File: config.mk
export PLATFORM = sky130hd
export DESIGN_NAME = factor_judge
export DESIGN_NICKNAME = d
export VERILOG_FILES = /design/src/rtl/factor_pkg.sv /design/src/rtl/factor_check.sv /design/src/rtl/factor_judge.sv
export SDC_FILE = /design/constraint.sdc
export NUM_CORES = 1
export LEC_CHECK = 0
export CORE_MARGIN = 1
export CORE_UTILIZATION = 65
export CTS_CLUSTER_DIAMETER = 150
export CTS_CLUSTER_SIZE = 20
export DETAILED_ROUTE_END_ITERATION = 12
export PLACE_DENSITY_LB_ADDON = 0.25
export SYNTH_ARGS = -nofsm -noshare
export SYNTH_HDL_FRONTEND = slang
export SYNTH_SLANG_ARGS = --single-unit
File: constraint.sdc
create_clock -name CLK -period 8.1 [get_ports CLK]
set_clock_uncertainty 0.05 [all_clocks]
set_input_delay 2.025 -clock CLK [delete_from_list [all_inputs] [get_ports CLK]]
set_output_delay 2.025 -clock CLK [all_outputs]
set_load 0.01 [all_outputs]
File: src/rtl/factor_pkg.sv
// factor_pkg
//   Shared definitions for the factor game round judge: controller STATE
//   encodings, JUDG result codes, HP_FLAG codes and the judge FSM states.
//   No ports; imported by factor_judge and its testbench.
package factor_pkg;

  // Controller STATE bus encodings that the judge reacts to
  localparam logic [3:0] ST_READY    = 4'd2;
  localparam logic [3:0] ST_QUESTION = 4'd3;
  localparam logic [3:0] ST_INPUT    = 4'd4;
  localparam logic [3:0] ST_DRAW     = 4'd6;
  localparam logic [3:0] ST_WRONG    = 4'd7;
  localparam logic [3:0] ST_GOOD     = 4'd8;
  localparam logic [3:0] ST_OUCH     = 4'd9;
  localparam logic [3:0] ST_WIN      = 4'd10;
  localparam logic [3:0] ST_LOSE     = 4'd11;

  // JUDG result codes
  localparam logic [1:0] JUDG_NONE   = 2'b00;
  localparam logic [1:0] JUDG_LOCAL  = 2'b01;
  localparam logic [1:0] JUDG_REMOTE = 2'b10;
  localparam logic [1:0] JUDG_DRAW   = 2'b11;

  // HP_FLAG codes
  localparam logic [1:0] HPF_NONE   = 2'b00;
  localparam logic [1:0] HPF_R_ZERO = 2'b01;
  localparam logic [1:0] HPF_L_ZERO = 2'b10;

  typedef enum logic [2:0] {
    J_IDLE,
    J_ARMED,
    J_BUSY,
    J_RESULT,
    J_WRONG
  } judge_state_t;

endpackage

File: src/rtl/factor_check.sv
// factor_check
//   Two-stage answer checker: decides whether (a, b) is a non-trivial
//   factor pair of n. Stage 1 captures the operands, stage 2 registers the
//   verdict, so ok/done appear two clocks after load.
// Ports
//   CLK, RST  clock, synchronous active-high reset
//   clr       discard anything in flight (round aborted)
//   load      capture a, b, n this cycle
//   a, b      candidate factors (W bits)
//   n         value to factor (2W bits)
//   ok        verdict, valid while done is high
//   done      one-cycle pulse, result available
module factor_check #(
  parameter int W = 8
) (
  input  logic           CLK,
  input  logic           RST,
  input  logic           clr,
  input  logic           load,
  input  logic [W-1:0]   a,
  input  logic [W-1:0]   b,
  input  logic [2*W-1:0] n,
  output logic           ok,
  output logic           done
);

  localparam logic [W-1:0] TWO = W'(2);

  logic [W-1:0]   a_q;
  logic [W-1:0]   b_q;
  logic [2*W-1:0] n_q;
  logic           vld1;
  logic [2*W-1:0] prod;

  // Zero-extend before multiplying so the full 2W-bit product is compared
  assign prod = {{W{1'b0}}, a_q} * {{W{1'b0}}, b_q};

  // Stage 1: operand capture
  always_ff @(posedge CLK) begin
    if (RST || clr) begin
      vld1 <= 1'b0;
      a_q  <= '0;
      b_q  <= '0;
      n_q  <= '0;
    end else begin
      vld1 <= load;
      if (load) begin
        a_q <= a;
        b_q <= b;
        n_q <= n;
      end
    end
  end

  // Stage 2: verdict
  always_ff @(posedge CLK) begin
    if (RST || clr) begin
      ok   <= 1'b0;
      done <= 1'b0;
    end else begin
      done <= vld1;
      ok   <= vld1 && (a_q >= TWO) && (b_q >= TWO) && (prod == n_q);
    end
  end

endmodule

File: src/rtl/factor_judge.sv
// factor_judge
//   Round judge and HP keeper for the factor game controller. Latches the
//   question when the controller enters INPUT, checks local and remote
//   answers with one factor_check each, reports the outcome on JUDG/WRONG
//   and keeps both players' hit points.
// Ports
//   CLK, RST        clock, synchronous active-high reset
//   STATE           controller state bus
//   Q_N             question value, sampled on entry to INPUT
//   L_A, L_B, L_VLD local answer and its one-cycle strobe
//   R_A, R_B, R_VLD remote answer and its one-cycle strobe
//   JUDG            00 none, 01 local won, 10 remote won, 11 draw
//   WRONG           local answer incorrect
//   HP_FLAG         01 remote HP is 0, 10 local HP is 0
//   HP_L, HP_R      current hit points
//   BUSY            answer check in flight, strobes dropped
module factor_judge
  import factor_pkg::*;
#(
  parameter int W       = 8,
  parameter int HP_INIT = 3,
  parameter int HPW     = 2
) (
  input  logic           CLK,
  input  logic           RST,
  input  logic [3:0]     STATE,
  input  logic [2*W-1:0] Q_N,
  input  logic [W-1:0]   L_A,
  input  logic [W-1:0]   L_B,
  input  logic           L_VLD,
  input  logic [W-1:0]   R_A,
  input  logic [W-1:0]   R_B,
  input  logic           R_VLD,
  output logic [1:0]     JUDG,
  output logic           WRONG,
  output logic [1:0]     HP_FLAG,
  output logic [HPW-1:0] HP_L,
  output logic [HPW-1:0] HP_R,
  output logic           BUSY
);

  localparam logic [HPW-1:0] HP_FULL = HPW'(HP_INIT);
  localparam logic [HPW-1:0] HP_ONE  = HPW'(1);

  judge_state_t   j_state;
  logic [3:0]     prev_state;
  logic [2*W-1:0] q_lat;
  logic           l_load, r_load, chk_clr;
  logic           l_ok, l_done, r_ok, r_done;

  // Checkers are loaded in the strobe cycle itself so the verdict is back
  // two clocks later and JUDG can be registered on the third edge.
  assign l_load  = (j_state == J_ARMED) && (STATE == ST_INPUT) && L_VLD;
  assign r_load  = (j_state == J_ARMED) && (STATE == ST_INPUT) && R_VLD;
  assign chk_clr = (j_state == J_BUSY) && (STATE != ST_INPUT);

  // HP_FLAG follows the HP registers, which update on the same edge as JUDG
  assign HP_FLAG = (HP_L == '0 ? HPF_L_ZERO : HPF_NONE) |
                   (HP_R == '0 ? HPF_R_ZERO : HPF_NONE);

  factor_check #(.W(W)) u_check_local (
    .CLK (CLK), .RST (RST), .clr (chk_clr), .load (l_load),
    .a (L_A), .b (L_B), .n (q_lat), .ok (l_ok), .done (l_done)
  );

  factor_check #(.W(W)) u_check_remote (
    .CLK (CLK), .RST (RST), .clr (chk_clr), .load (r_load),
    .a (R_A), .b (R_B), .n (q_lat), .ok (r_ok), .done (r_done)
  );

  // Judge FSM, HP counters and previous-STATE tracking
  always_ff @(posedge CLK) begin
    if (RST) begin
      j_state    <= J_IDLE;
      prev_state <= '0;
      q_lat      <= '0;
      JUDG       <= JUDG_NONE;
      WRONG      <= 1'b0;
      BUSY       <= 1'b0;
      HP_L       <= HP_FULL;
      HP_R       <= HP_FULL;
    end else begin
      prev_state <= STATE;
      case (j_state)
        J_IDLE: begin
          if (STATE == ST_INPUT) begin
            q_lat   <= Q_N;
            j_state <= J_ARMED;
          end
        end
        J_ARMED: begin
          if (STATE != ST_INPUT) begin
            j_state <= J_IDLE;
          end else if (L_VLD || R_VLD) begin
            BUSY    <= 1'b1;
            j_state <= J_BUSY;
          end
        end
        J_BUSY: begin
          // Both checkers, when loaded, were loaded together, so their done
          // pulses coincide; any done means the round can be resolved.
          if (STATE != ST_INPUT) begin
            BUSY    <= 1'b0;
            j_state <= J_IDLE;
          end else if (l_done || r_done) begin
            BUSY <= 1'b0;
            if (l_ok && r_ok) begin
              JUDG    <= JUDG_DRAW;
              j_state <= J_RESULT;
            end else if (l_ok) begin
              JUDG    <= JUDG_LOCAL;
              if (HP_R != '0) HP_R <= HP_R - HP_ONE;
              j_state <= J_RESULT;
            end else if (r_ok) begin
              JUDG    <= JUDG_REMOTE;
              if (HP_L != '0) HP_L <= HP_L - HP_ONE;
              j_state <= J_RESULT;
            end else if (l_done) begin
              WRONG   <= 1'b1;
              j_state <= J_WRONG;
            end else begin
              j_state <= J_ARMED;
            end
          end
        end
        J_RESULT: begin
          if (STATE != ST_INPUT) begin
            JUDG    <= JUDG_NONE;
            j_state <= J_IDLE;
          end
        end
        J_WRONG: begin
          // WRONG is held until the controller acknowledges it; after that
          // the same question is re-armed when INPUT comes back.
          if (WRONG) begin
            if (STATE == ST_WRONG) WRONG <= 1'b0;
          end else if (STATE == ST_INPUT) begin
            j_state <= J_ARMED;
          end
        end
        default: j_state <= J_IDLE;
      endcase
      if ((prev_state == ST_WIN || prev_state == ST_LOSE) && STATE == ST_READY) begin
        HP_L <= HP_FULL;
        HP_R <= HP_FULL;
      end
    end
  end

endmodule

== Yosys cells after proc, flatten, opt, wreduce, memory -nomap -nowiden ==
Cells that the tools add are included.
Storage, ports and cells
  input port bits: 56
  register bits after elaboration: 101
  output and inout port bits: 10
Operators by class
  multipliers: 2
  magnitude comparators: 4
  mux-type cells: 35
  equal/unequal tests: 25
  add/subtract/negate cells: 2
  reduce and logical (&&, ||, !) cells: 32
  bitwise operators: 4
Operator list (count)
  $mux 3: 11
  $eq 16x16->1: 2
  $ge 8x2->1 const B: 4
  $mul 8x8->16: 2
  $pmux 3 s5: 1
  $mux 2: 7
  $ne 2x2->1 const B: 7
  $reduce_and 7->1: 2
  $mux 1: 13
  $logic_and 1x1->1: 12
  $reduce_bool 2->1: 5
  $eq 4x3->1 const B: 2
  $eq 4x4->1 const B: 2
  $reduce_and 4->1: 2
  $eq 3x2->1 const B: 2
  $ne 2x1->1 const B: 3
  $ne 3x1->1 const B: 2
  $reduce_and 6->1: 1
  $reduce_and 5->1: 1
  $eq 4x2->1 const B: 1
  $logic_not 2->1: 2
  $logic_or 1x1->1: 4
  $ne 4x1->1 const B: 1
  $ne 4x3->1 const B: 1
  10 further kinds: 14

== Depth between registers and ports, before layout ==
  word-level depth: 7
  gate-level depth with buffers: 18
  depth with buffers taken out: 16

== Cells and area by module ==
Synthesis repeated with hierarchy kept, for this count alone.
Second synthesis, totals
  cells, all modules: 945
  area total of the unflattened synthesis: 8524.4 µm²
By module, submodules not included
  factor_check at u_check_remote: area each 3624.7 µm², cells each 411, seq. area each 700.7 µm², instances 1
  factor_check at u_check_local: area each 3585.9 µm², cells each 402, seq. area each 700.7 µm², instances 1
  factor_judge: area each 1313.8 µm², cells each 132, seq. area each 600.6 µm², instances 1

== Least setup slack after synthesis ==
Ideal clock, no wire load.
  kind: reg-to-reg
  start point: register u_check_remote.b_q[7]
  end point: register u_check_remote.ok
  path slack: 3.359 ns
  clock period less this slack: 4.741 ns
  stages on the path, launching flop included: 18
  setup time: 0.092 ns
  data required time: 7.958 ns
  arrival time: 4.600 ns
  cell sequence: dfxtp_1 -> clkbuf_1 -> nand2_1 -> fa_1 -> inv_1 -> fa_1 -> inv_1 -> fa_1 -> inv_1 -> ha_1 -> ha_1 -> a21oi_1 -> and4b_1 -> a211oi_1 -> or4b_1 -> a2111oi_0 -> nand4_1 -> nor4_1
On the way
  longest elaborated chain between the ends: 3
  elaborated cells on any way between the ends: 5
Ends and longest elaborated chain
  start, declared: RTL line factor_check.sv:30  | logic [W-1:0] b_q;
  start signal, assigned: RTL line factor_check.sv:43  | b_q <= '0;
  start signal, assigned: RTL line factor_check.sv:49  | b_q <= b;
  $mul 8x8->16 / $ge 8x2->1 (equally long branches): RTL line factor_check.sv:36, factor_check.sv:62
  $eq 16x16->1 / $logic_and 1x1->1 (equally long branches): RTL line factor_check.sv:62  | ok <= vld1 && (a_q >= TWO) && (b_q >= TWO) && (prod == n_q);
  $logic_and 1x1->1 *: RTL line factor_check.sv:62
  end signal, assigned: RTL line factor_check.sv:62
  end, declared: RTL line factor_check.sv:23  | output logic ok,
Every way passes the cells marked *; elsewhere a longest branch is shown, timed or not.
A chain may end at the register's enable or synchronous reset.

== Worst setup path in the final report ==
  start point: register u_check_local.b_q[4]
  end point: register u_check_local.ok
On the way
  longest elaborated chain between the ends: 3
  elaborated cells on any way between the ends: 5
Ends and longest elaborated chain (RTL line)
  start, declared: factor_check.sv:30
  start signal, assigned: factor_check.sv:43
  start signal, assigned: factor_check.sv:49
  $mul 8x8->16 / $ge 8x2->1 (equally long branches): factor_check.sv:36, factor_check.sv:62
  $eq 16x16->1 / $logic_and 1x1->1 (equally long branches): factor_check.sv:62
  $logic_and 1x1->1 *: factor_check.sv:62
  end signal, assigned: factor_check.sv:62
  end, declared: factor_check.sv:23
Marks and branches as above.

==> flow_summary.yaml <==
clocking:
  cts_made_buffers: 9
  cts-root-buf: "clkbuf_16"
  post_cts_buffers: 0
  ctsResizeCount: 0
  cts_tree: "built"
  cts_hold_buf: 0
  path_clk_slew_ns: 0.07
  clock_latency_ns: 0.36
  max-clock-path-buffers: 2
  htree_levels: 3
  cts_sinks: 100
global_routing:
  antenna_found_initial: 0
  grt_usage: 0.307
  grt_max_degree: 67
  grt.overflow.total: 0
  grt_pass1_wl_mm: 31.4
  grt_pass1_vias: 6602
flow_run:
  cap_violations: 0
logic_synthesis:
  synth_cell_types: 54
  synth-seq-area-share: 0.241
  synth.cell_area_um2: 8300
  yosysTopAreaCell: "dfxtp_1"
  synth_fp_nets: 1240
  synth_area_leaders: "dfxtp_1 24%, fa_1 17%, ha_1 11%"
  async_flop_share: 0
  synth-edff-count: 0
  syn_inst: 1038
  synth-main-ff-cell: "dfxtp_1"
  ys_warn_count: 0
  synth_top_area_share: 0.241
  avgSynthCellArea_um2: 8.00
  synth-seq-cells: 100
timing:
  setup_tns_ns: 0
  setup_viol: 0
  worst_pin_slew_ns: 1.13
  rsz0062_at_grt: "no"
  max_freq_mhz: 198
  maxSlewHeadroom: 0.243
  final.period_utilization: 0.622
  hold_viol: 0
  min_period_ns: 5.04
  slew_viol_final: 0
  setup_ws_ns: 3.06
critical_path:
  cpMostUsedCell: "fa_1"
  worstSetupStartpoint: "u_check_local.b_q[4]"
  rr_endpoint: "u_check_local.ok"
  r2r_setup_slack_ns: 3.06
  crit_path_start_kind: "flip-flop"
  rr_worst_depth: 14
  required_ns: 8.32
  critical_path_class: "flip-flop to flip-flop"
  slowest_delay_ns: 0.58
  end_kind: "flip-flop"
  cp_max_fo: 10
  cp_num_buf_inv: 1
  crit_chain: "nand2_1 -> fa_1 -> fa_1 -> fa_1 -> inv_1 -> fa_1 -> ha_1 -> a21oi_1 -> nor2b_1 -> nor4_1 -> and4_1 -> o2111ai_1 -> or4_1 -> nor4_2"
  setup.worst_path.end: "u_check_local.ok"
  critPathTopFamily: "adder cells"
  arrival_ns: 5.26
  crit_path_top_delay_cell: "fa_1"
  crit_cells: 14
  regToRegStartpoint: "u_check_local.b_q[4]"
floorplanning:
  ioPinCount: 66
  die_x_um: 115
  dieArea_um2: 13200
  initial_utilization: 0.680
  core-area_um2: 12200
  row_count: 40
  die_y_um: 115
placed_design:
  placedCellCount: 1220
  gp_congestion: 0.876
  dp_hpwl_mm: 14.1
  pre_cts_slack_ns: 3.05
  placed_area_um2: 8980
  portBuffers: 65
final_layout:
  stdcell_count: 1236
  antenna_cells_inserted: 0
  areaGrowthSynthToFinish_pct: 11.7
  postLayoutCellArea_um2: 9270
  final_nets: 1265
  drive_above_1_share: 0.0290
  final_util: 0.759
hold_path:
  hp-class: "flip-flop to flip-flop"
pwr:
  p_per_area_nw_per_um2: 107
  p_leak_nw: 4.00
  ir_drop_mv: 0.109
drt:
  routedWlPerCell_um: 15.1
  first_iter_violations: 540
  firstDrtPassIters: 5
  drc: 0
  viasPerCell: 5.64
  routed_wl_mm: 18.6
  antenna_left: 0
  num_vias: 6974
status:
  run_status: "complete, no violations"
## worst reg2reg max path: stages (launching register included)
cell	delay, ns
dfxtp_1	0.54
nand2_1	0.15
fa_1	0.58
fa_1	0.45
fa_1	0.55
inv_1	0.06
fa_1	0.43
ha_1	0.38
a21oi_1	0.27
nor2b_1	0.09
nor4_1	0.30
and4_1	0.26
o2111ai_1	0.11
or4_1	0.55
nor4_2	0.21
## layer usage
layer  wire length (um)  GRT usage  up-vias
li1                   -          -     3371
met1               8290      0.427     3315
met2               8670      0.486      252
met3               1290     0.0580       36
met4                401     0.0961        0
met5                  0          0        -
## synthesized netlist by cell type (all sizes together), types with 2 or more instances
cell type  number
nand2         242
inv           113
a21oi         109
dfxtp         100
ha             74
fa             72
and2           70
clkbuf         49
xnor2          35
nor2           31
o21ai          15
xor2           13
nand3          11
nor3           11
nor4           10
buf             8
a21o            7
nor2b           7
and3            5
nand4           5
or4             5
a211oi          3
nand2b          3
or3             3
a221oi          2
a311oi          2
mux2            2
mux2i           2
nor3b           2
o211ai          2
o21bai          2
o22ai           2
o31a            2
o31ai           2
or2             2
or4b            2
## how the worst min path moves through the flow
stage	endpoint	cells past startpoint	start
floorplan	u_check_remote.done	1	u_check_remote.vld1
detailed placement	JUDG[1]	2	JUDG[1]
CTS	u_check_remote.n_q[9]	2	q_lat[9]
global placement	JUDG[0]	2	JUDG[0]
finish	u_check_local.n_q[14]	2	u_check_local.n_q[14]
global route	u_check_remote.n_q[15]	2	u_check_remote.n_q[15]
## logic make-up (layout without fill, tap and decap cells)
group                    after synthesis  in the layout  share of synthesized area
AO/OA/AOI/OAI                        156            156                      0.107
XOR/XNOR                              48             48                     0.0507
adder cells (fa/ha/maj)              146            146                      0.285
buffers and inverters                170            200                     0.0788
flip-flops                           100            100                      0.241
multiplexers                           4              4                    0.00513
AND/OR/NAND/NOR                      414            414                      0.232
## area by class of cell
cell class	count	area [um^2]
clock buffers	11	233
fillers	919	2940
repair buffers	71	696
clock inverters	5	60.1
inverters	113	424
well taps	168	210
flip-flops and latches	100	2000
multi-input cells	768	5650
## sequential cells by signal, indices dropped and copies added (netlist names), 2 cells and up
register,count
u_check_remote.n_q,16
u_check_local.a_q,8
JUDG,2
u_check_remote.a_q,8
u_check_remote.b_q,8
HP_R,2
HP_L,2
prev_state,3
q_lat,16
u_check_local.n_q,16
j_state,3
u_check_local.b_q,8
## cells in the final DEF (no fill, tap or decap), types with 2 or more instances in the layout
master	n
nand2_1	242
inv_1	113
a21oi_1	108
dfxtp_1	100
ha_1	74
fa_1	72
and2_1	69
clkdlybuf4s50_1	65
xnor2_1	35
nor2_1	31
o21ai_0	15
xor2_1	13
nand3_1	11
nor3_1	10
nor4_1	9
clkbuf_16	9
nor2b_1	7
a21o_1	6
buf_4	6
and3_1	5
nand4_1	5
or4_1	5
nand2b_1	3
or3_1	3
a211oi_1	3
nor3b_1	2
o211ai_1	2
o31a_1	2
or2_2	2
o31ai_1	2
o22ai_1	2
o21bai_1	2
mux2_2	2
mux2i_1	2
a221oi_1	2
a311oi_1	2
clkbuf_1	2
## where the power goes
group / switching (mW) / leakage (nW) / internal [mW] / total [mW]
clock network: 0.196 / 0.140 / 0.241 / 0.437
registers: 0.00696 / 0.807 / 0.496 / 0.503
logic: 0.0219 / 3.05 / 0.0313 / 0.0532
total: 0.224 / 4.00 / 0.768 / 0.992
## metrics by stage
stage / power [mW] / hold WS [ns]
floorplan: 0.532 / 0.378
global placement: 0.566 / 0.405
detailed placement: 0.567 / 0.407
CTS: 0.996 / 0.419
global route: 1.02 / 0.435
finish: 0.992 / 0.418
No activity file was read; power rests on OpenSTA's default activity.
